**src/rtl/key_expander_128.sv**
```systemverilog
// key_expander_128 -- iterative AES-128 key schedule feeding the decryptor.
//
// One expansion round per clock after a sampled start. All round keys
// rk0..rkN are held in an internal bank and read back (typically rk10 first)
// through a registered random-access port.
//
// Ports:
//   clk        rising-edge clock
//   reset      asynchronous active-high reset
//   start      begin expansion of key_in (sampled only in IDLE)
//   key_in     cipher key, [0:127], word w0 = bits [0:31]
//   busy       expansion in progress
//   done       one-cycle pulse after rkN has been written
//   keys_valid bank holds a complete schedule
//   rd_round   round-key index to read
//   rd_key     registered round key (0 for out-of-range index)

module aes_sbox (
    input  logic [7:0] a,
    output logic [7:0] y
);
    // Forward AES S-box, entry 0 in the leftmost byte.
    localparam logic [0:2047] SBOX = {
        128'h637c777bf26b6fc53001672bfed7ab76, 128'hca82c97dfa5947f0add4a2af9ca472c0,
        128'hb7fd9326363ff7cc34a5e5f171d83115, 128'h04c723c31896059a071280e2eb27b275,
        128'h09832c1a1b6e5aa0523bd6b329e32f84, 128'h53d100ed20fcb15b6acbbe394a4c58cf,
        128'hd0efaafb434d338545f9027f503c9fa8, 128'h51a3408f929d38f5bcb6da2110fff3d2,
        128'hcd0c13ec5f974417c4a77e3d645d1973, 128'h60814fdc222a908846eeb814de5e0bdb,
        128'he0323a0a4906245cc2d3ac629195e479, 128'he7c8376d8dd54ea96c56f4ea657aae08,
        128'hba78252e1ca6b4c6e8dd741f4bbd8b8a, 128'h703eb5664803f60e613557b986c11d9e,
        128'he1f8981169d98e949b1e87e9ce5528df, 128'h8ca1890dbfe6426841992d0fb054bb16
    };
    assign y = SBOX[{a, 3'b000} +: 8];
endmodule

module key_expander_128 #(
    parameter int NUM_ROUNDS = 10
) (
    input  logic         clk,
    input  logic         reset,
    input  logic         start,
    input  logic [0:127] key_in,
    output logic         busy,
    output logic         done,
    output logic         keys_valid,
    input  logic [3:0]   rd_round,
    output logic [0:127] rd_key
);
    typedef enum logic {IDLE, EXPAND} state_t;

    state_t       state, state_nxt;
    logic [3:0]   rnd;
    logic [31:0]  w0, w1, w2, w3;
    logic [127:0] bank [0:NUM_ROUNDS];
    logic         load, step, last;

    // SubWord(RotWord(w3)) through four sbox cells.
    logic [31:0] rot, sub, t, n0, n1, n2, n3;
    assign rot = {w3[23:0], w3[31:24]};

    for (genvar i = 0; i < 4; i++) begin : g_sbox
        aes_sbox u_sbox (.a(rot[8*i +: 8]), .y(sub[8*i +: 8]));
    end

    function automatic logic [7:0] rcon(input logic [3:0] r);
        case (r)
            4'd1:    rcon = 8'h01;
            4'd2:    rcon = 8'h02;
            4'd3:    rcon = 8'h04;
            4'd4:    rcon = 8'h08;
            4'd5:    rcon = 8'h10;
            4'd6:    rcon = 8'h20;
            4'd7:    rcon = 8'h40;
            4'd8:    rcon = 8'h80;
            4'd9:    rcon = 8'h1b;
            4'd10:   rcon = 8'h36;
            default: rcon = 8'h00;
        endcase
    endfunction

    assign t  = sub ^ {rcon(rnd), 24'h000000};
    assign n0 = w0 ^ t;
    assign n1 = w1 ^ n0;
    assign n2 = w2 ^ n1;
    assign n3 = w3 ^ n2;

    assign busy = (state == EXPAND);

    always_comb begin
        state_nxt = state;
        load      = 1'b0;
        step      = 1'b0;
        last      = 1'b0;
        case (state)
            IDLE: begin
                if (start) begin
                    load      = 1'b1;
                    state_nxt = EXPAND;
                end
            end
            EXPAND: begin
                step = 1'b1;
                if (rnd == 4'(NUM_ROUNDS)) begin
                    last      = 1'b1;
                    state_nxt = IDLE;
                end
            end
            default: state_nxt = IDLE;
        endcase
    end

    always_ff @(posedge clk or posedge reset) begin
        if (reset) begin
            state      <= IDLE;
            rnd        <= 4'd0;
            done       <= 1'b0;
            keys_valid <= 1'b0;
            w0         <= 32'h0;
            w1         <= 32'h0;
            w2         <= 32'h0;
            w3         <= 32'h0;
        end else begin
            state <= state_nxt;
            done  <= last;
            if (load) begin
                {w0, w1, w2, w3} <= key_in;
                rnd              <= 4'd1;
                keys_valid       <= 1'b0;
            end else if (step) begin
                {w0, w1, w2, w3} <= {n0, n1, n2, n3};
                rnd              <= rnd + 4'd1;
                if (last)
                    keys_valid <= 1'b1;
            end
        end
    end

    // Bank is never cleared; keys_valid gates its meaning.
    always_ff @(posedge clk) begin
        if (load)
            bank[0] <= key_in;
        else if (step)
            bank[rnd] <= {n0, n1, n2, n3};
    end

    // Registered read: same-edge write to the same index returns old data.
    always_ff @(posedge clk or posedge reset) begin
        if (reset)
            rd_key <= 128'h0;
        else if (rd_round <= 4'(NUM_ROUNDS))
            rd_key <= bank[rd_round];
        else
            rd_key <= 128'h0;
    end
endmodule

```
**config.mk**
```make
export PLATFORM = sky130hd
export DESIGN_NAME = key_expander_128
export DESIGN_NICKNAME = d
export VERILOG_FILES = /design/src/rtl/key_expander_128.sv
export SDC_FILE = /design/constraint.sdc
export NUM_CORES = 2
export LEC_CHECK = 0
export BUFFER_PORTS_ARGS = -buffer_cell sky130_fd_sc_hd__buf_2
export CELL_PAD_IN_SITES_DETAIL_PLACEMENT = 1
export CELL_PAD_IN_SITES_GLOBAL_PLACEMENT = 1
export CORE_ASPECT_RATIO = 1.4
export CORE_UTILIZATION = 50
export DETAILED_ROUTE_END_ITERATION = 8
export PLACE_DENSITY_LB_ADDON = 0.1
export SKIP_LAST_GASP = 1
export SYNTH_ARGS = -nofsm -noshare
export SYNTH_HDL_FRONTEND = slang
export SYNTH_HIERARCHICAL = 1
export SYNTH_SLANG_ARGS = --single-unit
```
**constraint.sdc**
```tcl
create_clock -name clk -period 21.3 [get_ports clk]
set_input_delay 1.065 -clock clk [delete_from_list [all_inputs] [get_ports clk]]
set_output_delay 1.065 -clock clk [all_outputs]
set_load 0.05 [all_outputs]
```
After elaboration in Yosys (flattened, before gate mapping)

Memories as Yosys holds them, arrays and structs flattened.
Cells that the tools add are included.

Flip-flop bits (word level): 263
Bits in writable memories: 1408
Memory bits (read-only): 128
Input bits: 135
Output and inout port bits: 131
Logic and storage cells: 61
Memories: 2

Memories:

| memory          | depth | bits a word | rd ports | clocked after Yosys merged registers in | wr ports | line | RTL |
|---|---|---|---|---|---|---|---|
| bank            | 11    | 128         | 1        | 0                                       | 1        | 54   | `logic [127:0] bank [0:NUM_ROUNDS];` |
| (no name shown) | 16    | 8           | 1        | 0                                       | 0        | 66   | `case (r)` |

$add $sub $neg: 1
$lt $le $gt $ge: 1
Equality and inequality tests: 1
Shift-type cells: 4
Muxes and demuxes: 29
Bitwise logic cells: 10
Reduce and logical (&&, ||, !) cells: 4

Operator list:

| cell                                                                              | count |
|---|---|
| 2048-bit by 12-bit indexed part select with 2049-bit output, first input constant | 4 |
| 128-bit two-way mux                                                               | 2 |
| 32-bit two-way mux                                                                | 8 |
| 32-bit XOR                                                                        | 5 |
| 128-bit OR reduction                                                              | 1 |
| 11-bit NOT with 12-bit output                                                     | 4 |
| 1-bit two-way mux                                                                 | 15 |
| 4-bit two-way mux                                                                 | 3 |
| 4-bit by 1-bit adder with 4-bit output, second input constant                     | 1 |
| 4-bit == test, second input constant                                              | 1 |
| 4-bit less-or-equal comparator, second input constant                             | 1 |
| 2-bit nonzero test                                                                | 2 |
| 1-bit one-hot mux with 2 select lines                                             | 1 |
| 2-bit AND reduction                                                               | 1 |
| 1-bit NOT                                                                         | 1 |

Longest topological paths before layout

Word-level depth: 9
Gate-level depth with buffers: 15

Hierarchy

The synthesis kept the hierarchy.

Modules (own cells, without submodules):

| module           | times used | cells each | area an instance (um^2) | seq. area each (um^2) |
|---|---|---|---|---|
| key_expander_128 | 1          | 3549       | 65783.1                 | 48861.9 |
| aes_sbox         | 4          | 549        | 3369.5                  | 0.0 |

Worst setup path after synthesis

OpenSTA, ideal clock, no wires.

Path kind: reg-to-reg
Start: reg state, in the netlist busy
End: mem bank[0][0] (enable)
Setup time: 961 ps
Data arrival time: 14277 ps
Path slack: 6062 ps
Stages on the path, launching flop included: 6
Path through: dfrtp_1 -> buf_2 -> buf_2 -> buf_1 -> nand2_1 -> o41ai_1

Cells in the longest elaborated chain, start to end: 6
Elaborated cells between the ends (all ways): 10

Ends and longest elaborated chain:

| item                                                             | line | RTL |
|---|---|---|
| from (decl)                                                      | 51   | `state_t state, state_nxt;` |
| from (signal assigned)                                           | 123  | `state <= state_nxt;` |
| 1-bit two-way mux                                                | 94   | `case (state)` |
| 1-bit two-way mux                                                | 142  | `else if (step)` |
| 1-bit two-way mux                                                | 140  | `if (load)` |
| 1-bit two-way mux (not written as such)                          | 143  | `bank[rnd] <= {n0, n1, n2, n3};` |
| 128-bit OR reduction (no line)                                   | --   |  |
| 4-bit two-way mux (no line) or 1-bit two-way mux (tied branches) | --   |  |
| to (decl)                                                        | 54   |  |

Several ways; a longest one is shown, not always the timed one.

Final worst setup path

Start: reg w3[16]
End: mem bank[3][25] (data pin)

Cells in the longest elaborated chain, start to end: 8

Ends and longest elaborated chain:

| item                                                        | line | RTL |
|---|---|---|
| from (decl)                                                 | 53   | `logic [31:0] w0, w1, w2, w3;` |
| from (signal assigned)                                      | 126  | `{w0, w1, w2, w3} <= key_in;` |
| from (signal assigned)                                      | 130  | `{w0, w1, w2, w3} <= {n0, n1, n2, n3};` |
| 11-bit NOT with 12-bit output (not written as such)         | 33   | `assign y = SBOX[{a, 3'b000} +: 8];` |
| 2048-bit by 12-bit indexed part select with 2049-bit output | 33   |  |
| net sub[25]                                                 | 58   | `logic [31:0] rot, sub, t, n0, n1, n2, n3;` |
| 32-bit XOR                                                  | 81   | `assign t = sub ^ {rcon(rnd), 24'h000000};` |
| 32-bit XOR                                                  | 82   | `assign n0 = w0 ^ t;` |
| 32-bit XOR                                                  | 83   | `assign n1 = w1 ^ n0;` |
| 32-bit XOR                                                  | 84   | `assign n2 = w2 ^ n1;` |
| 32-bit XOR                                                  | 85   | `assign n3 = w3 ^ n2;` |
| 128-bit two-way mux (no line)                               | --   |  |

The timed path passes the listed nets, and every way through them passes these cells.

==> impl_metrics.env <==
export IMPL_arrival_ps=6310
export IMPL_cts_setup_buffers=0
export IMPL_synth_area_um2=79260
export IMPL_crit_fanout=27
export IMPL_rrSetupSlack_ps=15470
export IMPL_critical_path_class="reg2reg"
export IMPL_path_cells="buf_4 -> clkinv_1 -> ha_1 -> nor2b_1 -> nand2_1 -> o211ai_1 -> a31oi_1 -> o21ai_0 -> o211ai_1 -> xnor2_1 -> xnor3_1 -> xnor3_1 -> a21oi_1"
export IMPL_antenna_found_initial=39
export IMPL_synth_cell_type_count=80
export IMPL_start_util_pct=50.45
export IMPL_fill_cells=15130
export IMPL_grt_max_degree=159
export IMPL_coreArea_um2=157100
export IMPL_drv_slew=0
export IMPL_grt_setup_unrepaired="no"
export IMPL_drive_above_1_share_pct=18.68
export IMPL_clockRootBuffer="clkbuf_16"
export IMPL_rows=172
export IMPL_relSlewSlack_pct=13.61
export IMPL_setup_viol=0
export IMPL_crit_family="compound AO/OA/AOI/OAI gates"
export IMPL_r2r_start="w3[16]$_DFFE_PP0P_"
export IMPL_worst_setup_path_start_kind="flip-flop"
export IMPL_grt_overflow_total=0
export IMPL_num_vias=54710
export IMPL_async_flop_share_pct=15.74
export IMPL_end_kind="flip-flop"
export IMPL_slowest_delay_ps=820
export IMPL_clkLatencyLatePin_ps=830
export IMPL_grt_pass1_vias=55890
export IMPL_fin_skew_ps=57.54
export IMPL_cts_resized=0
export IMPL_path_clk_slew_ps=70
export IMPL_cts_tree="yes"
export IMPL_ys_warn_count=6
export IMPL_drt_wirelength_per_cell_um=36.04
export IMPL_yosys_area_top_type="edfxtp_1"
export IMPL_hp_class="in2async"
export IMPL_crit_buf_inv=2
export IMPL_fin_nets=6030
export IMPL_syn_inst=5745
export IMPL_first_iter_violations=5783
export IMPL_crit_slowest_cell="a21oi_1"
export IMPL_grt_pass1_wl_mm=413.1
export IMPL_yosysSeqAreaShare_pct=61.65
export IMPL_cts_made_buffers=157
export IMPL_cts_sinks=1671
export IMPL_htree_num_levels=4
export IMPL_syn_area_per_cell_um2=13.80
export IMPL_viasPerCell=6.782
export IMPL_synth_top_area_share_pct=53.34
export IMPL_drv_cap=0
export IMPL_die_area_um2=160100
export IMPL_die_h_um=473.1
export IMPL_drt_antenna_violating_nets=0
export IMPL_syn2layout_area_growth_pct=10.44
export IMPL_tns_ps=0
export IMPL_ys_ff_latch=1671
export IMPL_regArea_um2=48890
export IMPL_hold_viol_final=0
export IMPL_synth_edff_count=1408
export IMPL_ios=266
export IMPL_gr_usage_all_layers_pct=36.05
export IMPL_worstMarginPinSlew_ps=1296
export IMPL_final_cell_mix="edfxtp_1 (1,408), nor2_1 (424), a21oi_1 (354)"
export IMPL_fin_crit_ps=5834
export IMPL_fmax_ghz=0.1714
export IMPL_routed_wl_mm=290.7
export IMPL_die_x_um=338.5
export IMPL_clk_path_buf_depth=3
export IMPL_post_dp_hpwl_mm=185.3
export IMPL_drcViolationCount=0
export IMPL_cp_required_ps=21770
export IMPL_outcome="complete, no violations"
export IMPL_synthTopCellsByArea="edfxtp_1 (53%), dfrtp_1 (8.3%), mux4_2 (6.9%), mux2i_1 (3.9%), mux2_2 (2.4%)"
export IMPL_r2r_end="bank[3][25]$_DFFE_PP_"
export IMPL_multiInputGateArea_um2=27960
export IMPL_place_gp_congestion=1.050
export IMPL_first_pass_iters=7
export IMPL_io_buffers=265
export IMPL_ys_flop_type="edfxtp_1"
export IMPL_timing_final_crit_share_pct=27.39
export IMPL_final_common_cell="edfxtp_1"
export IMPL_cts_hold_buffers=0
export IMPL_rr_worst_depth=13
export IMPL_synth_fp_nets=5946
-- final cells by class --
cell class | instances | area share (%)
antenna | 14 | 0.04002
clock buffer | 224 | 5.021
clock inverter | 71 | 1.043
inverter | 60 | 0.2659
multi-input combinational | 3536 | 31.94
sequential | 1671 | 55.85
tap | 2088 | 2.984
timing repair buffer | 403 | 2.856
-- synthesized netlist by cell type (25+ instances only) --
cell	count
nand3_1	96
o32ai_1	42
buf_4	25
xnor2_1	92
edfxtp_1	1408
a211oi_1	44
mux2i_1	312
a21boi_0	35
o311ai_0	40
xor3_1	27
dfrtp_1	263
a311oi_1	32
clkbuf_1	194
a21oi_1	357
mux2_2	169
nor3_1	103
a31oi_1	60
mux4_2	242
a21o_1	26
o22ai_1	160
buf_1	29
nand4_1	28
o21a_1	28
nor2_1	427
buf_2	210
inv_1	43
nand2_1	291
or3_1	32
nor2b_1	84
o21ai_0	216
o211ai_1	45
a221oi_1	33
ha_1	66
nand2b_1	89
-- metal layers --
metal  wire length [um]  global-route usage (%)  share of wire [%]
met4              14530                   16.22                5.0
met3              23020                   6.228                7.9
met1             114100                   47.46                 39
met5                240                       0              0.083
met2             138800                   58.76                 48
-- cell families (layout without fill, tap and decap cells) --
group                      count (synthesis)  after routing  share of synthesized area (%)
DFF                                     1671           1671                          61.65
xor gates and xnor gates                 150            150                          2.332
other                                      0             14                              0
AOI/OAI and AO/OA                       1311           1311                          10.85
muxes                                    723            723                          13.22
and+or+nand+nor                         1286           1286                          7.727
adders and majority gates                 66             66                          1.042
buffers and inverters                    538            758                          3.187
-- stage by stage --
step / hold slack (ps) / utilization (%) / cell area, um^2 / cells / setup WS [ps]
global placement: 476.5 / 52.32 / 82190 / 7758 / 15860
detailed placement: 482.4 / 52.32 / 82190 / 7758 / 15700
floorplan: 487.9 / - / 79260 / 5745 / 6062
CTS: 322.6 / 55.70 / 87500 / 8053 / 15660
global route: 364.9 / 55.70 / 87510 / 8056 / 15240
finish: 298.0 / 55.72 / 87540 / 8067 / 15470
-- worst max-delay path by stage --
stage                             startpoint                    end  slack [ps]  cells past startpoint
after floorplan               busy$_DFF_PP0_   bank[0][0]$_DFFE_PP_        6060                      5
after global placement    w3[16]$_DFFE_PP0P_  bank[0][30]$_DFFE_PP_       15860                     13
after detailed placement  w3[16]$_DFFE_PP0P_  bank[1][25]$_DFFE_PP_       15700                     13
after CTS                 w3[16]$_DFFE_PP0P_  bank[3][25]$_DFFE_PP_       15660                     13
after global routing      w3[16]$_DFFE_PP0P_  bank[3][25]$_DFFE_PP_       15240                     13
final                     w3[16]$_DFFE_PP0P_  bank[3][25]$_DFFE_PP_       15470                     13
-- registers in the layout, indices dropped and copies added, names as in the netlist --
signal	cells
w0	32
w1	32
w2	32
rd_key	128
busy	1
w3	32
bank	1408
keys_valid	1
done	1
rnd	4
Power is left out: the tool's default activity adds up to more than one toggle a clock period on the data nets, which glitch-free logic cannot reach.
